### src/rtl/fighter_action_fsm.sv
// Per-player action state machine: movement, attack startup/active/recovery and hit/block stun,
// all paced by a one-cycle frame tick. Frame timings and left/right mirroring are parameters.
module fighter_action_fsm #(
    parameter int START_FRAMES     = 5,
    parameter int ACTIVE_FRAMES    = 2,
    parameter int RECOVERY_FRAMES  = 16,
    parameter int HITSTUN_FRAMES   = 20,
    parameter int BLOCKSTUN_FRAMES = 10,
    parameter int CNT_W            = 6,
    parameter int MIRROR           = 0
) (
    input  logic             clk,
    input  logic             reset,
    input  logic             frame_tick,
    input  logic             left,
    input  logic             right,
    input  logic             attack,
    input  logic             hit_in,
    output logic [2:0]       state,
    output logic [CNT_W-1:0] frame_count,
    output logic             move_flag,
    output logic             attack_flag,
    output logic             hitbox_active,
    output logic             directional_attack_flag,
    output logic             stun_flag,
    output logic             actionable
);

    typedef enum logic [2:0] {
        ST_IDLE       = 3'd0,
        ST_BACK       = 3'd1,
        ST_FWD        = 3'd2,
        ST_ATK_START  = 3'd3,
        ST_ATK_ACTIVE = 3'd4,
        ST_ATK_REC    = 3'd5,
        ST_BLOCKSTUN  = 3'd6,
        ST_HITSTUN    = 3'd7
    } state_t;

    localparam logic [CNT_W-1:0] START_LAST  = CNT_W'(START_FRAMES - 1);
    localparam logic [CNT_W-1:0] ACTIVE_LAST = CNT_W'(ACTIVE_FRAMES - 1);
    localparam logic [CNT_W-1:0] REC_LAST    = CNT_W'(RECOVERY_FRAMES - 1);
    localparam logic [CNT_W-1:0] HIT_LAST    = CNT_W'(HITSTUN_FRAMES - 1);
    localparam logic [CNT_W-1:0] BLOCK_LAST  = CNT_W'(BLOCKSTUN_FRAMES - 1);
    localparam logic [CNT_W-1:0] CNT_ONE     = CNT_W'(1);
    localparam logic [CNT_W-1:0] CNT_MAX     = '1;

    state_t           state_reg;
    state_t           neutral_next;
    logic [CNT_W-1:0] count_reg;
    logic             dir_reg;
    logic             attack_q;
    logic             back;
    logic             fwd;
    logic             atk_edge;

    assign back     = (MIRROR != 0) ? (right & ~left) : (left & ~right);
    assign fwd      = (MIRROR != 0) ? (left & ~right) : (right & ~left);
    assign atk_edge = attack & ~attack_q;

    // Neutral target when neither a hit nor a fresh attack press wins; both/neither held -> IDLE
    always_comb begin
        neutral_next = ST_IDLE;
        if (back)
            neutral_next = ST_BACK;
        else if (fwd)
            neutral_next = ST_FWD;
    end

    always_ff @(posedge clk or posedge reset) begin
        if (reset) begin
            state_reg <= ST_IDLE;
            count_reg <= '0;
            dir_reg   <= 1'b0;
            attack_q  <= 1'b0;
        end else if (frame_tick) begin
            attack_q <= attack;
            case (state_reg)
                ST_IDLE, ST_BACK, ST_FWD: begin
                    if (hit_in) begin
                        state_reg <= (state_reg == ST_BACK) ? ST_BLOCKSTUN : ST_HITSTUN;
                        count_reg <= '0;
                    end else if (atk_edge) begin
                        state_reg <= ST_ATK_START;
                        count_reg <= '0;
                        dir_reg   <= (state_reg != ST_IDLE);
                    end else if (neutral_next == state_reg) begin
                        if (count_reg != CNT_MAX)
                            count_reg <= count_reg + CNT_ONE;
                    end else begin
                        state_reg <= neutral_next;
                        count_reg <= '0;
                    end
                end
                ST_ATK_START: begin
                    if (hit_in) begin
                        state_reg <= ST_HITSTUN;
                        count_reg <= '0;
                        dir_reg   <= 1'b0;
                    end else if (count_reg == START_LAST) begin
                        state_reg <= ST_ATK_ACTIVE;
                        count_reg <= '0;
                    end else begin
                        count_reg <= count_reg + CNT_ONE;
                    end
                end
                ST_ATK_ACTIVE: begin
                    if (hit_in) begin
                        state_reg <= ST_HITSTUN;
                        count_reg <= '0;
                        dir_reg   <= 1'b0;
                    end else if (count_reg == ACTIVE_LAST) begin
                        state_reg <= ST_ATK_REC;
                        count_reg <= '0;
                    end else begin
                        count_reg <= count_reg + CNT_ONE;
                    end
                end
                ST_ATK_REC: begin
                    if (hit_in) begin
                        state_reg <= ST_HITSTUN;
                        count_reg <= '0;
                        dir_reg   <= 1'b0;
                    end else if (count_reg == REC_LAST) begin
                        state_reg <= ST_IDLE;
                        count_reg <= '0;
                    end else begin
                        count_reg <= count_reg + CNT_ONE;
                    end
                end
                // Further hits while stunned are ignored so the stun cannot be extended
                ST_BLOCKSTUN: begin
                    if (count_reg == BLOCK_LAST) begin
                        state_reg <= ST_IDLE;
                        count_reg <= '0;
                    end else begin
                        count_reg <= count_reg + CNT_ONE;
                    end
                end
                ST_HITSTUN: begin
                    if (count_reg == HIT_LAST) begin
                        state_reg <= ST_IDLE;
                        count_reg <= '0;
                    end else begin
                        count_reg <= count_reg + CNT_ONE;
                    end
                end
                default: begin
                    state_reg <= ST_IDLE;
                    count_reg <= '0;
                end
            endcase
        end
    end

    assign state                   = state_reg;
    assign frame_count             = count_reg;
    assign move_flag               = (state_reg == ST_BACK) || (state_reg == ST_FWD);
    assign attack_flag             = (state_reg == ST_ATK_START) || (state_reg == ST_ATK_ACTIVE);
    assign hitbox_active           = (state_reg == ST_ATK_ACTIVE);
    assign directional_attack_flag = dir_reg && ((state_reg == ST_ATK_START) ||
                                                 (state_reg == ST_ATK_ACTIVE) ||
                                                 (state_reg == ST_ATK_REC));
    assign stun_flag               = (state_reg == ST_BLOCKSTUN) || (state_reg == ST_HITSTUN);
    assign actionable              = (state_reg == ST_IDLE) || (state_reg == ST_BACK) ||
                                     (state_reg == ST_FWD);

endmodule

### config.mk
export PLATFORM = sky130hd
export DESIGN_NAME = fighter_action_fsm
export DESIGN_NICKNAME = d
export VERILOG_FILES = /design/src/rtl/fighter_action_fsm.sv
export SDC_FILE = /design/constraint.sdc
export NUM_CORES = 1
export LEC_CHECK = 0
export ABC_AREA = 1
export BUFFER_PORTS_ARGS = -buffer_cell sky130_fd_sc_hd__buf_4
export CAP_MARGIN = 25
export CORE_ASPECT_RATIO = 0.7
export CORE_MARGIN = 5
export CORE_UTILIZATION = 47
export DETAILED_ROUTE_END_ITERATION = 10
export HOLD_SLACK_MARGIN = 0.15
export PLACE_DENSITY = 0.79
export SLEW_MARGIN = 0
export SYNTH_ARGS = -nofsm -noshare
export SYNTH_HDL_FRONTEND = slang
export SYNTH_SLANG_ARGS = --single-unit
### constraint.sdc
create_clock -name clk -period 1.34 [get_ports clk]
set_input_delay 0.201 -clock clk [delete_from_list [all_inputs] [get_ports clk]]
set_output_delay 0.201 -clock clk [all_outputs]
set_load 0.02 [all_outputs]
======== Word level (Yosys, flattened, before mapping) ========
Cells that the tools add are included.
W data, S select, Z words.
word-level totals
  input bits .............................. 7
  output and inout port bits .............. 15
  bits in registers ....................... 11
operators by class
  equal/unequal tests ..................... 24
  bitwise operators ....................... 6
  reduce and logical (&&, ||, !) cells .... 15
  add/subtract/negate cells ............... 1
  muxes and demuxes ....................... 32
operators with widths
  cell                   count
  $mux W6                12
  $pmux W6 S6            1
  $mux W3                11
  $pmux W3 S6            1
  $eq A3 B3 Y1 const B   4
  $eq A6 B4 Y1 const B   2
  $ne A2 B2 Y1 const B   4
  $reduce_and A7 Y1      1
  $add A6 B1 Y6 const B  1
  $eq A3 B2 Y1 const B   2
  $eq A6 B1 Y1 const B   1
  $eq A6 B3 Y1 const B   1
  $eq A6 B5 Y1 const B   1
  $logic_or A1 B1 Y1     6
  $ne A3 B3 Y1 const B   2
  $ne A6 B6 Y1 const B   1
  $reduce_or A3 Y1       2
  $ne A5 B5 Y1 const B   1
  $reduce_and A5 Y1      1
  $mux W1                4
  $mux W2                2
  $ne A4 B4 Y1 const B   1
  $and A1 B1 Y1          3
  $eq A3 B1 Y1 const B   1
  other kinds (10)       12

======== Longest topological paths before layout ========
Gate-level depths: netlist (run 1).
  depth in word-level cells ............... 9
  mapped depth ............................ 12
  mapped depth without buffers ............ 12

======== Least setup slack after synthesis (run 1) ========
Ideal clock, no wire load.
  kind .................................... reg2reg
  start ................................... reg state_reg[0] (netlist: state[0])
  end ..................................... reg state_reg[2] (netlist: state[2])
  clock period less this slack ............ 1.606 ns
  data required time ...................... 1.264 ns
  arrival time ............................ 1.529 ns
  setup slack ............................. -0.266 ns
  library setup time ...................... 0.076 ns
  stages on the path, launching flop included .. 7
  cells stage by stage .................... dfrtp_1 buf_2 inv_2 nand2_2 o21ai_0 nor2_1 o21ai_1
on the way
  cells in the longest elaborated chain, start to end .. 4
  elaborated cells between the ends (all ways) .. 18
  those cells by class .................... 14 x eq/ne; 1 x mux; 3 x reduce/logical
RTL lines
  what                                  RTL line  source
  start: declaration                    48        state_t state_reg;
  start signal: assignment              81        state_reg <= (state_reg == ST_BACK) ? ST_BLOCKSTUN : ST_HITSTUN;
  start signal: assignment              91        state_reg <= neutral_next;
  $eq A3 B1 Y1 (tied with other cells)  78        case (state_reg)
  $reduce_or A3 Y1                      78
  $ne A4 B4 Y1 (no line)                -
  $reduce_and A7 Y1 (no line)           -
Parallel ways exist; a longest one is shown, timed or not.
A chain may end at the register's enable or synchronous reset.

======== Worst setup path after layout (run 1) ========
  start ................................... reg count_reg[0] (netlist: frame_count[0])
  end ..................................... reg state_reg[0] (netlist: state[0])
on the way
  cells in the longest elaborated chain, start to end .. 3
  elaborated cells between the ends (all ways) .. 11
  those cells by class .................... 10 x eq/ne; 1 x reduce/logical
RTL lines
  what                                            RTL line  source
  start: declaration                              50        logic [CNT_W-1:0] count_reg;
  start signal: assignment                        89        count_reg <= count_reg + CNT_ONE;
  start signal: assignment                        104       count_reg <= count_reg + CNT_ONE;
  start signal: assignment                        116       count_reg <= count_reg + CNT_ONE;
  $eq A6 B4 Y1 (tied with other cells)            124       end else if (count_reg == REC_LAST) begin
  $ne A3 B3 Y1 (no line) (tied with other cells)  -
  $reduce_and A7 Y1 (no line) (*)                 -
Every way passes the cells marked *; elsewhere a longest branch is shown, timed or not.

==> results of run 1 <==
repair_timing:
item                                    4_1_cts  5_1_grt
endpoints found under the hold margin        12        0
hold buffers                                  2        0
endpoints found under the setup margin       16       19
pin swaps                                     7       11
buffers inserted                              9        9
resized for setup                            20       42
logic make-up after synthesis:
family | count (synthesis) | synth area share (%)
and+or+nand+nor | 95 | 44.9
adders and majority gates | 3 | 3.94
DFF | 11 | 28.9
buffers and inverters | 26 | 10.8
AOI/OAI and AO/OA | 18 | 11.4
how the worst max path moves through the flow:
stage,endpoint,depth (start not counted),from
finish,state[0],10,frame_count[0]
global placement,state[2],9,frame_count[1]
detailed placement,state[1],10,frame_count[1]
CTS,directional_attack_flag,5,state[0]
floorplan,frame_count[4],8,frame_count[0]
global route,state[0],10,frame_count[0]
critical path, stage by stage, from the launching register on:
cell	delay (ns)
dfrtp_2	0.48
inv_1	0.14
ha_1	0.20
nand4_1	0.14
nand2_1	0.14
nand2_2	0.07
nor2_4	0.15
nand2_4	0.11
inv_6	0.10
nand2_2	0.05
nand2_1	0.08
cell type report:
| type | instances | area share, % |
|---|---|---|
| flip-flops and latches | 11 | 16.1 |
| multi-input cells | 116 | 45.4 |
| clock buffers | 3 | 1.29 |
| repair buffers | 60 | 29.0 |
| clock inverters | 1 | 0.286 |
| inverters | 24 | 6.36 |
| well taps | 22 | 1.57 |
cells in the final DEF, fill, tap and decap left out, drive strengths merged:
master and count:
a21oi 6, a31oi 1, buf 58, clkbuf 3, clkinv 2, dfrtp 11, dlygate4sd3 2, ha 3
inv 23, nand2 52, nand3 15, nand4 5, nor2 21, nor3 2, o21ai 10, o31ai 1
metrics by stage:
step	setup TNS (ns)	cell area (um^2)	util (%)
2_1_floorplan	-0.671	1040	-
3_3_place_gp	-0.673	1360	72.1
3_5_place_dp	-1.00	1360	72.1
4_1_cts	-1.82	1550	82.0
5_1_grt	-4.89	1750	92.8
6_report	-4.45	1750	92.8
power groups by stage:
stage | logic (W) | registers, W | clock network (W)
after floorplan | 0.00106 | 0.000662 | 0
final | 0.00312 | 0.000669 | 0.000274
after CTS | 0.00225 | 0.000598 | 0.000255
after global placement | 0.00180 | 0.000599 | 0
after global routing | 0.00319 | 0.000676 | 0.000283
after detailed placement | 0.00184 | 0.000609 | 0
metal layers:
metal | share of wire [%] | GRT usage (%) | vias up
met5 | 0 | 0 | -
met3 | 13 | 11.0 | 67
li1 | - | - | 616
met4 | 8.2 | 15.8 | 0
met2 | 42 | 50.3 | 168
met1 | 37 | 33.5 | 733
==> impl_metrics.json, run 1 <==
{
  "reg2reg_depth": 10,
  "cts-buffers-inserted": 3,
  "outcome": "finished, violations left",
  "worstPathRequired_ns": 1.58,
  "ys_warn_count": 0,
  "fillers": 64,
  "drive_gt1_share_pct": 58.1,
  "antenna_cells": 0,
  "port-buffer-count": 21,
  "worstSetupPathType": "reg -> reg",
  "cts_tree": "yes",
  "placementRows": 13,
  "cp.arrival_ns": 1.97,
  "fin_nets": 226,
  "hold_start": "frame_tick",
  "worst_slack_ns": -0.394,
  "core_um2": 1890,
  "violations": "setup timing",
  "grt_first_pass_wirelength_mm": 6.62,
  "place.gp.congestion": 0.855,
  "syn_nets": 163,
  "crit_path_max_fanout": 6,
  "dieArea_um2": 3040,
  "htree_levels": 1,
  "largest_reg_flops": 6,
  "synth_area_leaders": "dfrtp_1 (29%), nand2_1 (19%), nand3_1 (7.4%)",
  "place_ws_ns": -0.130,
  "slew_headroom_pct": 67.3,
  "hold-path-endpoint": "attack_q",
  "drv_slew": 0,
  "grt_max_degree": 16,
  "vias_per_cell": 6.68,
  "antenna_found_initial": 0,
  "synth_cell_types": 25,
  "setup_violations": 19,
  "peakVddDrop_mv": 2.55,
  "max_freq_mhz": 577,
  "vias": 1584,
  "seq_area_um2": 283,
  "wl_mm": 5.64,
  "yosys.area.top_type_share_pct": 28.9,
  "power_density_nw_per_um2": 2320,
  "synthTopCellsByCount": "nand2_1 (49), nor2_1 (18), inv_1 (17)",
  "ys_seq_elements": 11,
  "drtIter0Drc": 299,
  "maxCapViolations": 0,
  "hpwl_mm": 2.38,
  "worst_pin_slew_ns": 0.491,
  "fin_hold_ws_ns": 0.278,
  "clkSinkCount": 11,
  "die_h_um": 47.7,
  "p_switching_w": 0.00219,
  "clock_path_buffers": 2,
  "synth_edf_count": 0,
  "synth_ff_type": "dfrtp_1",
  "rsz0062_at_grt": "true",
  "leakage_nw": 0.870,
  "yosysTopAreaCell": "dfrtp_1",
  "worstSkewPairLatency_ns": 0.30,
  "dr.pass1.iters": 8,
  "area_delta_synth_final_pct": 84.0,
  "p_comb_share_pct": 76.8,
  "instances_no_fill": 237,
  "hold_path_class": "in -> reg",
  "crit_path_start_kind": "register",
  "ys_seq_area_share_pct": 28.9,
  "clkPwrFrac_pct": 6.8,
  "synthMostInstantiatedCell": "nand2_1",
  "layout_worst_path_cycle_share_pct": 129,
  "r2r-end": "state[0]",
  "die_x_um": 63.8,
  "syn_area_um2": 952,
  "route.detailed.drc": 0,
  "min_period_ns": 1.73,
  "p_sw_share_pct": 53.9,
  "p_int_w": 0.00187,
  "synthCells": 153,
  "synth-async-reset-ratio_pct": 100,
  "grt_pass1_vias": 1320,
  "overflow": 0,
  "finalPower_w": 0.00406,
  "power_frac_seq_pct": 16.5,
  "finalHoldViolCount": 0,
  "multi_input_area_um2": 795,
  "min_path_cells": 3,
  "skew_ns": 0.00602,
  "placed_cells": 214,
  "ant_nets": 0,
  "endpoint_kind": "register",
  "clk_pin_slew_ns": 0.10,
  "postSynthAreaPerCell_um2": 6.22,
  "r2r_slack_ns": -0.39,
  "cts_root_buf": "clkbuf_4",
  "initial_core_util_pct": 50.5,
  "r2r-start": "frame_count[0]",
  "track_usage_pct": 29.6,
  "ioPinCount": 22,
  "wl_per_cell_um": 23.8
}
(Power assumes the default switching activity.)
==> inputs of run 2 (changes only) <==
- ABC_AREA: 1 -> not set
- GPL_TIMING_DRIVEN: not set -> 0
==> run 2 against run 1 <==
  * The flow still finishes with violations (setup timing)
  * Non-clock buffer count is 8 lower
  * Synthesized area down 1.1%
  * Routed wire length shrank 34%
  * Combinational power hardly changed
  * Sequential share of layout area is 1.2 points higher
  * Cell count shrank 23%
  * Via count down 25%
  * Largest power group unchanged
==> impl_metrics.json, run 2 <==
{
  "power_density_nw_per_um2": 2460,
  "finalPower_w": 0.00397,
  "yosys.area.top_type_share_pct": 29.2,
  "port-buffer-count": 21,
  "core_um2": 1890,
  "placed_cells": 153,
  "grt_max_degree": 12,
  "setup_violations": 15,
  "antenna_found_initial": 0,
  "min_path_cells": 2,
  "r2r-end": "state[1]",
  "instances_no_fill": 183,
  "synth_edf_count": 0,
  "synthTopCellsByCount": "dfrtp_1 (11), nor2_1 (9), inv_1 (6), nand3_1 (6), nor3_1 (6)",
  "cp.arrival_ns": 2.34,
  "overflow": 0,
  "antenna_cells": 0,
  "vias_per_cell": 6.49,
  "clkSinkCount": 11,
  "grt_pass1_vias": 1074,
  "maxCapViolations": 0,
  "synth_ff_type": "dfrtp_1",
  "worst_slack_ns": -0.825,
  "max_freq_mhz": 462,
  "wl_per_cell_um": 20.3,
  "crit_path_start_kind": "register",
  "place.gp.congestion": 0.856,
  "worstSkewPairLatency_ns": 0.29,
  "fin_setup_tns_ns": -8.64,
  "largest_reg_flops": 6,
  "hold-path-endpoint": "attack_q",
  "die_h_um": 47.5,
  "syn_nets": 120,
  "synthCells": 110,
  "track_usage_pct": 23.2,
  "dr.pass1.iters": 4,
  "ant_nets": 0,
  "min_period_ns": 2.17,
  "endpoint_kind": "register",
  "ioPinCount": 22,
  "drv_slew": 0,
  "worstPathRequired_ns": 1.51,
  "fin_hold_ws_ns": 0.225,
  "drtIter0Drc": 68,
  "wl_mm": 3.72,
  "route.detailed.drc": 0,
  "postSynthAreaPerCell_um2": 8.57,
  "crit_path_max_fanout": 3,
  "violations": "setup timing",
  "cts_tree": "yes",
  "reg2reg_depth": 8,
  "outcome": "finished, violations left",
  "worstSetupPathType": "reg -> reg",
  "initial_core_util_pct": 49.9,
  "area_delta_synth_final_pct": 71.0,
  "crit_slowest_cell": "dfrtp_2",
  "finalHoldViolCount": 0,
  "hpwl_mm": 1.80,
  "hold_path_class": "in -> reg",
  "slew_headroom_pct": 68.5,
  "clk_pin_slew_ns": 0.08,
  "die_x_um": 63.5,
  "synthMostInstantiatedCell": "dfrtp_1",
  "htree_levels": 1,
  "synth-async-reset-ratio_pct": 100,
  "r2r_slack_ns": -0.83,
  "hold_start": "frame_tick",
  "yosysTopAreaCell": "dfrtp_1",
  "layout_common_cells": "buf_4 (31), buf_6 (17), nor2_1 (8)",
  "grt_first_pass_wirelength_mm": 5.33,
  "leakage_nw": 0.702,
  "ys_seq_area_share_pct": 29.2,
  "fin_nets": 172,
  "crit_chain": "inv_2 -> ha_4 -> nor3b_4 -> a311oi_2 -> a311o_1 -> a2bb2oi_4 -> nor2_4 -> mux2_4",
  "vias": 1187,
  "final_common_cell": "buf_4",
  "r2r-start": "frame_count[1]",
  "worst_pin_slew_ns": 0.473,
  "critPathBufInv": 1,
  "layout_worst_path_cycle_share_pct": 162,
  "critical_path.top_delay_family": "compound AO/OA/AOI/OAI gates",
  "drive_gt1_share_pct": 59.0,
  "ys_seq_elements": 11,
  "dieArea_um2": 3010,
  "clock_path_buffers": 2,
  "rsz0062_at_grt": "true",
  "synth_cell_types": 44,
  "skew_ns": 0.00308,
  "placementRows": 13,
  "fillers": 95,
  "cts-buffers-inserted": 3,
  "cpPeakStageDelay_ns": 0.42,
  "synth_area_leaders": "dfrtp_1 (29%), ha_1 (4.0%), nor2_1 (3.6%)",
  "cts_root_buf": "clkbuf_4",
  "syn_area_um2": 942,
  "ys_warn_count": 0,
  "peakVddDrop_mv": 1.82
}
[run 2: cell types whose count changed after synthesis, moves of 3 or more]
cell	change
inv_1	-11
inv_2	-5
mux2_2	+3
nand2_1	-45
nand2b_1	+4
nand3_1	-8
nand3b_1	+3
nand4_1	-5
nor2_1	-9
nor2b_1	+5
nor3_1	+5
o21ai_0	-3
[run 2: layout make-up]
class / instances / area [um^2] / share of cell area, %
Sequential cell: 11 / 280 / 17.4
Clock buffer: 3 / 22.5 / 1.40
Timing Repair Buffer: 48 / 434 / 26.9
Clock inverter: 1 / 5.00 / 0.311
Inverter: 6 / 22.5 / 1.40
Buffer: 4 / 33.8 / 2.10
Tap cell: 22 / 27.5 / 1.71
Multi-Input combinational cell: 88 / 786 / 48.8
[run 2: worst max-delay path by stage]
stage / startpoint / endpoint / slack, ns / depth (start not counted)
after floorplan: frame_count[1] / state[1] / -0.68 / 8
after global placement: frame_count[0] / state[1] / -0.76 / 7
after detailed placement: frame_count[0] / state[1] / -0.80 / 7
after CTS: frame_count[1] / state[1] / -0.72 / 9
after global routing: frame_count[1] / state[1] / -0.91 / 8
final: frame_count[1] / state[1] / -0.83 / 8
[run 2: repair_timing]
| action | CTS | global route |
|---|---|---|
| setup buffers | 20 | 5 |
| gates resized for setup | 34 | 17 |
| hold endpoints to repair | 12 | 0 |
| setup endpoints to repair | 16 | 17 |
| pin swaps | 15 | 8 |
| hold buffers | 2 | 0 |
[run 2: logic make-up after synthesis]
kind of cell,after synthesis,share of synthesized area (%)
fa+ha+maj,3,3.98
buf+inv,11,5.05
compound gates,28,23.0
flops,11,29.2
simple gates,53,34.0
mux,4,4.78
[run 2: layer usage]
metal	part of all wire (%)	global-route usage (%)	vias to the layer above
li1	-	-	511
met1	41	29.0	585
met2	46	38.7	71
met3	9.6	7.04	20
met4	3.3	9.54	0
met5	0	0	-
[run 2: where the power goes]
group,switching (W),total (W),internal [W]
combinational,0.00149,0.00314,0.00165
sequential,0.000149,0.000584,0.000435
clock,0.000137,0.000248,0.000111
[run 2: per-stage QoR]
step	utilization, %	cell area [um^2]	setup WS (ns)
after floorplan	-	973	-0.683
after global placement	61.4	1160	-0.755
after detailed placement	61.4	1160	-0.802
after CTS	79.0	1490	-0.716
after global routing	85.4	1610	-0.907
final	85.4	1610	-0.825
